`config.mk`:
```
export PLATFORM = sky130hd
export DESIGN_NAME = alu_seq_core
export DESIGN_NICKNAME = d
export VERILOG_FILES = /design/src/rtl/alu_seq_core.sv
export SDC_FILE = /design/constraint.sdc
export NUM_CORES = 1
export LEC_CHECK = 0
export CORE_MARGIN = 2
export CORE_UTILIZATION = 47
export CTS_CLUSTER_DIAMETER = 60
export DETAILED_ROUTE_END_ITERATION = 16
export PLACE_DENSITY_LB_ADDON = 0.1
export SKIP_CTS_REPAIR_TIMING = 1
export SYNTH_ARGS = -nofsm -noshare
export SYNTH_HDL_FRONTEND = slang
export SYNTH_SLANG_ARGS = --single-unit
```
`constraint.sdc`:
```
create_clock -name clock -period 5.04 [get_ports clock]
set_clock_uncertainty 0.2 [all_clocks]
set_input_delay 0.504 -clock clock [delete_from_list [all_inputs] [get_ports clock]]
set_output_delay 0.504 -clock clock [all_outputs]
set_load 0.01 [all_outputs]
```
`src/rtl/alu_seq_core.sv`:
```
// alu_seq_core: sequential 8-bit ALU with a shift-and-add multiplier.
// Single-cycle ops complete on the accepting edge. MUL takes eight
// shift-and-add steps. Each completion raises a one-cycle grab strobe
// for the downstream latch, and result/flags hold until the next completion.
module alu_seq_core (
  input  logic        clock,
  input  logic        reset,
  input  logic        start,
  input  logic [2:0]  op,
  input  logic [7:0]  a,
  input  logic [7:0]  b,
  output logic [15:0] result,
  output logic [2:0]  flags,
  output logic        grab,
  output logic        busy
);

  typedef enum logic [1:0] {
    ST_IDLE = 2'd0,
    ST_MUL  = 2'd1,
    ST_DONE = 2'd2
  } state_t;

  localparam logic [2:0] OP_ADD = 3'b000;
  localparam logic [2:0] OP_SUB = 3'b001;
  localparam logic [2:0] OP_AND = 3'b010;
  localparam logic [2:0] OP_OR  = 3'b011;
  localparam logic [2:0] OP_XOR = 3'b100;
  localparam logic [2:0] OP_SHL = 3'b101;
  localparam logic [2:0] OP_SHR = 3'b110;
  localparam logic [2:0] OP_MUL = 3'b111;

  // Flag packing shared by both completion paths: {negative, carry, zero}.
  function automatic logic [2:0] pack_flags(input logic [15:0] res,
                                            input logic        neg,
                                            input logic        carry);
    pack_flags = {neg, carry, (res == 16'h0000)};
  endfunction

  state_t      state_r;
  logic [7:0]  mcand_r;
  logic [7:0]  mplier_r;
  logic [15:0] acc_r;
  logic [2:0]  count_r;

  logic [8:0]  sum_s;
  logic [8:0]  diff_s;
  logic [7:0]  alu_res_s;
  logic        alu_carry_s;
  logic [2:0]  alu_flags_s;
  logic [15:0] addend_s;
  logic [15:0] acc_next_s;
  logic [2:0]  mul_flags_s;

  // Single-cycle ALU datapath; operands come straight from the ports.
  always_comb begin
    sum_s       = {1'b0, a} + {1'b0, b};
    diff_s      = {1'b0, a} - {1'b0, b};
    alu_res_s   = 8'h00;
    alu_carry_s = 1'b0;
    case (op)
      OP_ADD: begin
        alu_res_s   = sum_s[7:0];
        alu_carry_s = sum_s[8];
      end
      OP_SUB: begin
        alu_res_s   = diff_s[7:0];
        alu_carry_s = diff_s[8];   // wraps negative exactly when a < b
      end
      OP_AND: begin
        alu_res_s   = a & b;
        alu_carry_s = 1'b0;
      end
      OP_OR: begin
        alu_res_s   = a | b;
        alu_carry_s = 1'b0;
      end
      OP_XOR: begin
        alu_res_s   = a ^ b;
        alu_carry_s = 1'b0;
      end
      OP_SHL: begin
        alu_res_s   = {a[6:0], 1'b0};
        alu_carry_s = a[7];
      end
      OP_SHR: begin
        alu_res_s   = {1'b0, a[7:1]};
        alu_carry_s = a[0];
      end
      default: begin
        alu_res_s   = 8'h00;
        alu_carry_s = 1'b0;
      end
    endcase
    alu_flags_s = pack_flags({8'h00, alu_res_s}, alu_res_s[7], alu_carry_s);
  end

  // One multiply step: add the shifted multiplicand when the current multiplier bit is set.
  always_comb begin
    if (mplier_r[count_r]) begin
      addend_s = {8'h00, mcand_r} << count_r;
    end else begin
      addend_s = 16'h0000;
    end
    acc_next_s  = acc_r + addend_s;
    mul_flags_s = pack_flags(acc_next_s, acc_next_s[15], (acc_next_s[15:8] != 8'h00));
  end

  // Control FSM with registered result, flags, grab and busy.
  always_ff @(posedge clock) begin
    if (reset) begin
      state_r  <= ST_IDLE;
      result   <= 16'h0000;
      flags    <= 3'b000;
      mcand_r  <= 8'h00;
      mplier_r <= 8'h00;
      acc_r    <= 16'h0000;
      count_r  <= 3'd0;
      grab     <= 1'b0;
      busy     <= 1'b0;
    end else begin
      case (state_r)
        ST_IDLE: begin
          if (start) begin
            if (op == OP_MUL) begin
              mcand_r  <= a;
              mplier_r <= b;
              acc_r    <= 16'h0000;
              count_r  <= 3'd0;
              state_r  <= ST_MUL;
              grab     <= 1'b0;
              busy     <= 1'b1;
            end else begin
              result  <= {8'h00, alu_res_s};
              flags   <= alu_flags_s;
              state_r <= ST_DONE;
              grab    <= 1'b1;
              busy    <= 1'b1;
            end
          end else begin
            grab <= 1'b0;
            busy <= 1'b0;
          end
        end
        ST_MUL: begin
          acc_r   <= acc_next_s;
          count_r <= count_r + 3'd1;
          busy    <= 1'b1;
          if (count_r == 3'd7) begin
            result  <= acc_next_s;
            flags   <= mul_flags_s;
            state_r <= ST_DONE;
            grab    <= 1'b1;
          end else begin
            grab <= 1'b0;
          end
        end
        ST_DONE: begin
          state_r <= ST_IDLE;
          grab    <= 1'b0;
          busy    <= 1'b0;
        end
        default: begin
          state_r <= ST_IDLE;
          grab    <= 1'b0;
          busy    <= 1'b0;
        end
      endcase
    end
  end

endmodule
```
* Word level (Yosys, flattened, before mapping) *
Cells that the tools add are included.

word-level totals
  flip-flop bits (word level) = 58
  bits in latches = 0
  bits in writable memories = 0
  bits in read-only memories = 0
  bits of input ports = 22
  output and inout bits = 21
  word-level logic and storage cells = 70
  memories = 0

operators by class
  add/subtract/negate cells = 4
  multiply operators = 0
  divide/modulo/power cells = 0
  $lt $le $gt $ge = 1
  eq/ne operators = 13
  shift-type cells = 1
  multiplexer cells = 29
  bitwise operators = 3
  reduce and logical (&&, ||, !) cells = 10

operator list
  kind                                                        count
  two-way mux 16 bit                                          6
  case mux 16 bit (2 select lines)                            2
  case mux 8 bit (7 select lines)                             1
  adder 16 bit                                                1
  logical NOT 16 bit                                          1
  << shifter 8 x 3 -> 16 bit                                  1
  equality test 3 bit, second input constant                  5
  two-way mux 3 bit                                           5
  case mux 3 bit (2 select lines)                             2
  adder 8 x 8 -> 9 bit                                        1
  subtractor 8 x 8 -> 9 bit                                   1
  bitwise AND 8 bit                                           1
  logical NOT 8 bit                                           1
  inequality test 2 bit, second input constant                4
  OR 8 bit                                                    1
  nonzero test 8 bit                                          1
  XOR 8 bit                                                   1
  equality test 3 x 2 -> 1 bit, second input constant         2
  two-way mux 2 bit                                           3
  AND reduction 3 bit                                         2
  two-way mux 1 bit                                           5
  less-than comparator 3 x 4 -> 1 bit, second input constant  1
  case mux 1 bit (2 select lines)                             2
  case mux 1 bit (4 select lines)                             1
  10 further kinds                                            10

* Longest topological paths before layout *
Gate-level depths: netlist of the first run.

  depth after elaboration = 7
  depth in mapped cells = 17
  gate-level depth less buffers = 15

* Worst setup path after synthesis of the first run *
Ideal clock, no wire load.

  kind = register -> register
  start = register count_r[0]
  end = register flags[1]
  setup time = 131 ps
  arrival time = 3,536 ps
  data required time = 4,709 ps
  path slack = 1,173 ps
  cell stages (with the launch flop) = 16
  path buffers = 2
  period minus slack after synthesis = 3,867 ps
  cells stage by stage = dfxtp_1 clkbuf_1 mux4_2 nand2_1 and2_1 clkbuf_1 nor2_1 ha_1 a21oi_2 a21oi_1 a2111oi_4 o211a_1 a21oi_1 or3_1 nor4_2 o211ai_1

between the ends
  longest elaborated chain between the ends = 7
  elaborated cells on any way between the ends = 11
  those cells by class = 1 x add/sub; 2 x eq/ne; 1 x shift; 5 x mux; 2 x reduce/logical

RTL lines
  item                                     RTL line  source
  start, declared                          44        logic [2:0] count_r;
  start signal, assigned                   147       count_r <= count_r + 3'd1;
  binary-select mux 1 bit (select 3 bit)   100       if (mplier_r[count_r]) begin
  two-way mux 1 bit (implied by the code)  100
  two-way mux 16 bit                       100
  adder 16 bit                             105       acc_next_s = acc_r + addend_s;
  nonzero test 8 bit                       106       mul_flags_s = pack_flags(acc_next_s, acc_next_s[15], (acc_next_s[15:8] != 8'h00));
  two-way mux 3 bit                        149       if (count_r == 3'd7) begin
  case mux 3 bit (2 select lines)          122       case (state_r)
  end signal, assigned                     135       flags <= alu_flags_s;
  end signal, assigned                     151       flags <= mul_flags_s;
  end, declared                            13        output logic [2:0] flags,

Several ways; a longest one is shown, not always the timed one. The select of a mux whose other input is x is not followed.
A chain may end at the register's enable or synchronous reset.

* Worst setup path after layout of the first run *
Same ends and word-level chain as after synthesis.

==> results.toml, run 1 <==
[timing]
rsz0062_at_grt = "false"
worst_pin_slew_ns = 1.086
hold_violations = 0
setup_viol = 0
fin_crit_ns = 4.217
finalSetupTns_ns = 0
slew_viol_final = 0
period_share_pct = 83.67
fmax_mhz = 237.1
hold_ws_ns = 0.2562
layout_setup_ws_ns = 0.8231
relSlewSlack_pct = 27.38

[power]
leakage_nw = 2.010
powerDensity_mw_per_mm2 = 230.7
power.internal_w = 0.0008563
p_comb_share_pct = 19.3
p_sw_share_pct = 28.70
power.net_switching_w = 0.0003446
power_frac_clock_pct = 40.9
seq_power_share_pct = 39.8
power_w = 0.001201
vdd_drop_max_v = 0.0001340

[die]
io_pins = 43
die_x_um = 102.0
core_area_sq_mm = 0.009284
die_y_um = 102.0
die_area_sq_mm = 0.01039
initial_core_util_pct = 48.57
rows = 35

[final_layout]
drive_gt1_share_pct = 6.421
diodes = 0
nets = 685
syn2layout_area_growth_pct = 15.43
fin_cells = 752

[clock_tree]
clock_path_buffers = 2
clk_pin_slew_ns = 0.07
clk_latency_ns = 0.34
h-tree-depth = 3
cts_tree = "yes"
cts_sinks = 58
cts_made_buffers = 9
root_buffer = "clkbuf_8"

[yosys]
seq_area_frac_synth_pct = 25.75
ys.flop_type = "dfxtp_1"
syn_nets = 662
syn_area_sq_mm = 0.004509
ys_types = 63
yosysMostFrequentCell = "nand2_1"
syn_inst = 595
synth_common_cells = "83 x nand2_1, 72 x a21oi_1, 63 x nor2_1"
synth_top_area_cell = "dfxtp_1"
ys_ff_latch = 58
synth_top_area_share_pct = 25.75
yosysWarnings = 0
syn_avg_cell_area_sq_um = 7.579
synth_edf_count = 0
netlist_top_cells_area = "dfxtp_1 26%, ha_1 12%, a21oi_1 8.0%, nand2_1 6.9%, nor2_1 5.2%"
synthArstFlopShare_pct = 0

[grt]
grt_overflow = 0
grt_pass1_wl_um = 20780
track_usage_pct = 25.56
antenna_found_initial = 0
grt_max_degree = 61
grt_pass1_vias = 4094

[detailed_routing]
wl_um = 12720
drc = 0
via_count = 4359
drt_pass1_iterations = 5
ant_nets = 0
vias_per_cell = 5.797
drtIter0Drc = 248
wl_per_cell_um = 16.92

[critical_path]
slowest_delay_ns = 0.52
critical_path.startpoint_type = "register"
critical_path_arrival_ns = 4.22
cp_slowest_cell = "mux4_2"
critical-path-top-delay-family = "simple AND/OR/NAND/NOR gates"
cp_cell_sequence = "buf_4, mux4_2, nand2_1, and2_1, a21oi_1, ha_1, o21ai_0, o211ai_1, nand2_1, a211o_1, xnor2_1, or3_1, nor4_2, o211ai_1"
crit_fanout = 12
r2r_slack_ns = 0.82
crit_type = "register to register"
required_ns = 5.05
end_kind = "register"
cp.buffers_inverters = 1

[hold_path]
hold_class = "register to register"

[placed_design]
gp_congestion = 0.9019
hpwl_um = 9688
place_worst_setup_slack_ns = 0.8416
portBuffers = 42
dpl.cell_count = 736

[flow_run]
cap_violations = 0

[outcome]
status = "finished, final reports clean"
==> state kept, by name (all words and copies together), names as in the netlist, 2 cells and up <==
signal    flops
count_r       3
result       16
state_r       2
mcand_r       8
acc_r        16
flags         3
mplier_r      8
==> final cells by class <==
| type | instances | area (sq um) |
|---|---|---|
| inverters | 27 | 101.3 |
| well taps | 129 | 161.4 |
| flip-flops and latches | 58 | 1161 |
| clock inverters | 5 | 77.57 |
| multi-input cells | 475 | 3109 |
| clock buffers | 11 | 141.4 |
| repair buffers | 47 | 452.9 |
| fillers | 920 | 4079 |
==> worst paths after layout <==
path / start / to / cells past startpoint
worst min-delay path: result[8] / result[8] / 2
worst max register to register: count_r[0] / flags[1] / 14
worst min register to register: result[8] / result[8] / 2
worst max-delay path: count_r[0] / flags[1] / 14
==> per-stage QoR <==
stage	cell area (sq um)	utilization, %
finish	5205	56.06
global route	5205	56.06
CTS	5205	56.06
detailed placement	4986	53.71
global placement	4986	53.71
floorplan	4509	-
==> tightest hold or removal path: cells and delay by family, from the launching register on <==
family | cells | cell delay, ns
and+or+nand+nor | 1 | 0.05
DFF | 1 | 0.31
AOI/OAI and AO/OA | 1 | 0.05
==> layout by cell type (no fill, tap or decap), types with 3 or more instances in the layout <==
master / n
mux2i_1: 8
o21ai_1: 3
nand4_1: 3
o21ai_0: 23
xnor2_1: 18
nor2b_1: 9
dfxtp_1: 58
mux2_2: 4
inv_1: 27
o31ai_1: 6
nor3b_1: 3
nor2_1: 63
and2_1: 4
nor3_1: 12
nand2b_1: 3
a22oi_1: 13
ha_1: 42
o211ai_1: 9
a21o_1: 6
buf_4: 5
nand3_1: 16
o21bai_1: 4
a21oi_1: 72
nand2_1: 83
a211oi_1: 9
mux4_2: 3
clkbuf_8: 10
fa_1: 3
or3_1: 5
a22o_1: 3
and3_1: 4
clkdlybuf4s50_1: 41
==> logic make-up after synthesis <==
| logic type | share of synthesized area, % |
|---|---|
| simple gates | 21.61 |
| compound gates | 26.19 |
| buf+inv | 5.300 |
| flops | 25.75 |
| fa+ha+maj | 12.99 |
| xor+xnor | 3.885 |
| mux | 4.273 |
==> power by group through the flow <==
stage	logic, W	clock network, W	registers, W
after CTS	0.000230	0.000498	0.000478
final	0.000232	0.000491	0.000478
after floorplan	0.000144	0	0.000490
after global placement	0.000227	0	0.000488
after global routing	0.000256	0.000523	0.000480
after detailed placement	0.000229	0	0.000488
==> per-layer routing <==
metal / GRT usage [%] / wire, um / part of all wire (%)
met1: 35.31 / 5950 / 47
met2: 41.55 / 5981 / 47
met3: 3.146 / 572 / 4.5
met4: 8.308 / 218 / 1.7
met5: 0 / 0 / 0
(Power assumes the default switching activity.)
==> inputs of run 2 (changes only) <==
- clock period: 5.04 -> 3.56 ns (I/O delays scaled with it)
==> run 2 against run 1 <==
Net effect: the flow now finishes with violations (setup timing); register-to-register slack worse by 0.96 ns; worst setup slack worse by 0.96 ns; sequential share of layout area is 2.1 points lower; power is 43% higher; sequential cell count stayed put; via count is 5.7% higher.
==> results.toml, run 2 (synthesis gave the netlist of run 1 again) <==
[outcome]
status = "finished with violations"
violations = "setup timing"

[die]
io_pins = 43
die_x_um = 102.0
rows = 35
initial_core_util_pct = 48.57
die_y_um = 102.0
core_area_sq_mm = 0.009284
die_area_sq_mm = 0.01039

[critical_path]
crit_type = "register to register"
crit_fanout = 4
reg2reg_to = "flags[1]"
critical_path_arrival_ns = 3.71
cp_slowest_cell = "mux4_2"
crit_path_frequent_cell = "buf_4"
reg2reg_depth = 14
crit_end = "flags[1]"
critical_path.startpoint_type = "register"
end_kind = "register"
critPathLaunch = "count_r[0]"
slowest_delay_ns = 0.52
r2r-start = "count_r[0]"
cp_cell_sequence = "mux4_2, nand2_2, buf_4, nor3_4, ha_1, a211oi_4, o211ai_4, a311oi_4, o31ai_2, a21oi_2, xnor2_2, nor4_4, buf_4, o211ai_1"
r2r_slack_ns = -0.14
required_ns = 3.57

[timing]
worst_pin_slew_ns = 1.118
hold_violations = 0
hold_ws_ns = 0.2561
slew_viol_final = 0
fin_crit_ns = 3.697
fmax_mhz = 270.5
relSlewSlack_pct = 25.44
layout_setup_ws_ns = -0.1367
rsz0062_at_grt = "true"
setup_viol = 5
period_share_pct = 103.8

[grt]
grt_pass1_wl_um = 21350
grt_overflow = 0
antenna_found_initial = 0
track_usage_pct = 25.92
grt_pass1_vias = 4335
grt_max_degree = 61

[hold_path]
hold_class = "register to register"

[final_layout]
final_util_pct = 62.10
top_regs = "acc_r: 16 flops, result: 16 flops"
diodes = 0
drive_gt1_share_pct = 17.11
fillers = 845
nets = 740
final_common_cell = "nand2_1"
layout_common_cells = "81 x nand2_1, 68 x a21oi_1, 63 x nor2_1"
syn2layout_area_growth_pct = 27.86

[placed_design]
portBuffers = 42
hpwl_um = 10350
place_worst_setup_slack_ns = -0.2435
gp_congestion = 0.9657

[detailed_routing]
via_count = 4608
drt_pass1_iterations = 6
ant_nets = 0
vias_per_cell = 5.710
drtIter0Drc = 249
drc = 0
wl_per_cell_um = 16.74
wl_um = 13510

[power]
power_w = 0.001718
leakage_nw = 2.328
vdd_drop_max_v = 0.0002198
powerDensity_mw_per_mm2 = 298.0

[clock_tree]
cts_made_buffers = 9
clock_path_buffers = 2
cts_sinks = 58
cts_tree = "yes"
root_buffer = "clkbuf_8"
h-tree-depth = 3
clk_pin_slew_ns = 0.08
clk_latency_ns = 0.34

[flow_run]
cap_violations = 0
[run 2: changes by cell type in the layout (fill, tap and decap cells not counted), sizes merged]
cell	before	now
buf	6	61
inv	27	28
clkbuf	11	10
[run 2: final cells by class]
cell class / count / area [sq um] / area share [%]
sequential: 58 / 1166 / 20.23
tap: 129 / 161.4 / 2.799
clock buffer: 10 / 127.6 / 2.214
inverter: 27 / 101.3 / 1.758
timing repair buffer: 102 / 873.3 / 15.15
multi-input combinational: 475 / 3246 / 56.29
clock inverter: 6 / 90.09 / 1.562
[run 2: critical path, delay by kind of cell (launching register included)]
| family | cells | cell delay (ns) |
|---|---|---|
| xor+xnor | 1 | 0.13 |
| fa+ha+maj | 1 | 0.34 |
| buf+inv | 2 | 0.29 |
| flops | 1 | 0.38 |
| mux | 1 | 0.52 |
| simple gates | 3 | 0.44 |
| compound gates | 6 | 1.24 |
[run 2: report_power, final]
part | internal, W | switching, W | total (W)
Combinational | 0.000151 | 0.000198 | 0.000349
Clock | 0.000397 | 0.000295 | 0.000692
Sequential | 0.000665 | 0.0000119 | 0.000677
[run 2: per-stage QoR]
stage | area (sq um) | setup TNS [ns] | cells
2_1_floorplan | 4531 | 0 | 595
3_3_place_gp | 5385 | -0.2942 | 788
3_5_place_dp | 5385 | -1.115 | 788
4_1_cts | 5603 | -1.332 | 804
6_report | 5766 | -0.4071 | 807
5_1_grt | 5766 | -1.525 | 807
[run 2: worst min-delay path by stage]
stage          slack, ns  cells after the start         from          end
6_report            0.26                      2   result[12]   result[12]
5_1_grt             0.27                      2   result[12]   result[12]
4_1_cts             0.26                      2   result[12]   result[12]
3_5_place_dp        0.25                      2   result[14]   result[14]
3_3_place_gp        0.24                      2   result[12]   result[12]
2_1_floorplan       0.23                      2  mplier_r[2]  mplier_r[2]
[run 2: per-layer routing]
metal,global-route usage (%),wire length [um]
met1,34.63,6181
met2,44.99,6616
met3,2.941,567
met4,5.949,143
met5,0,0
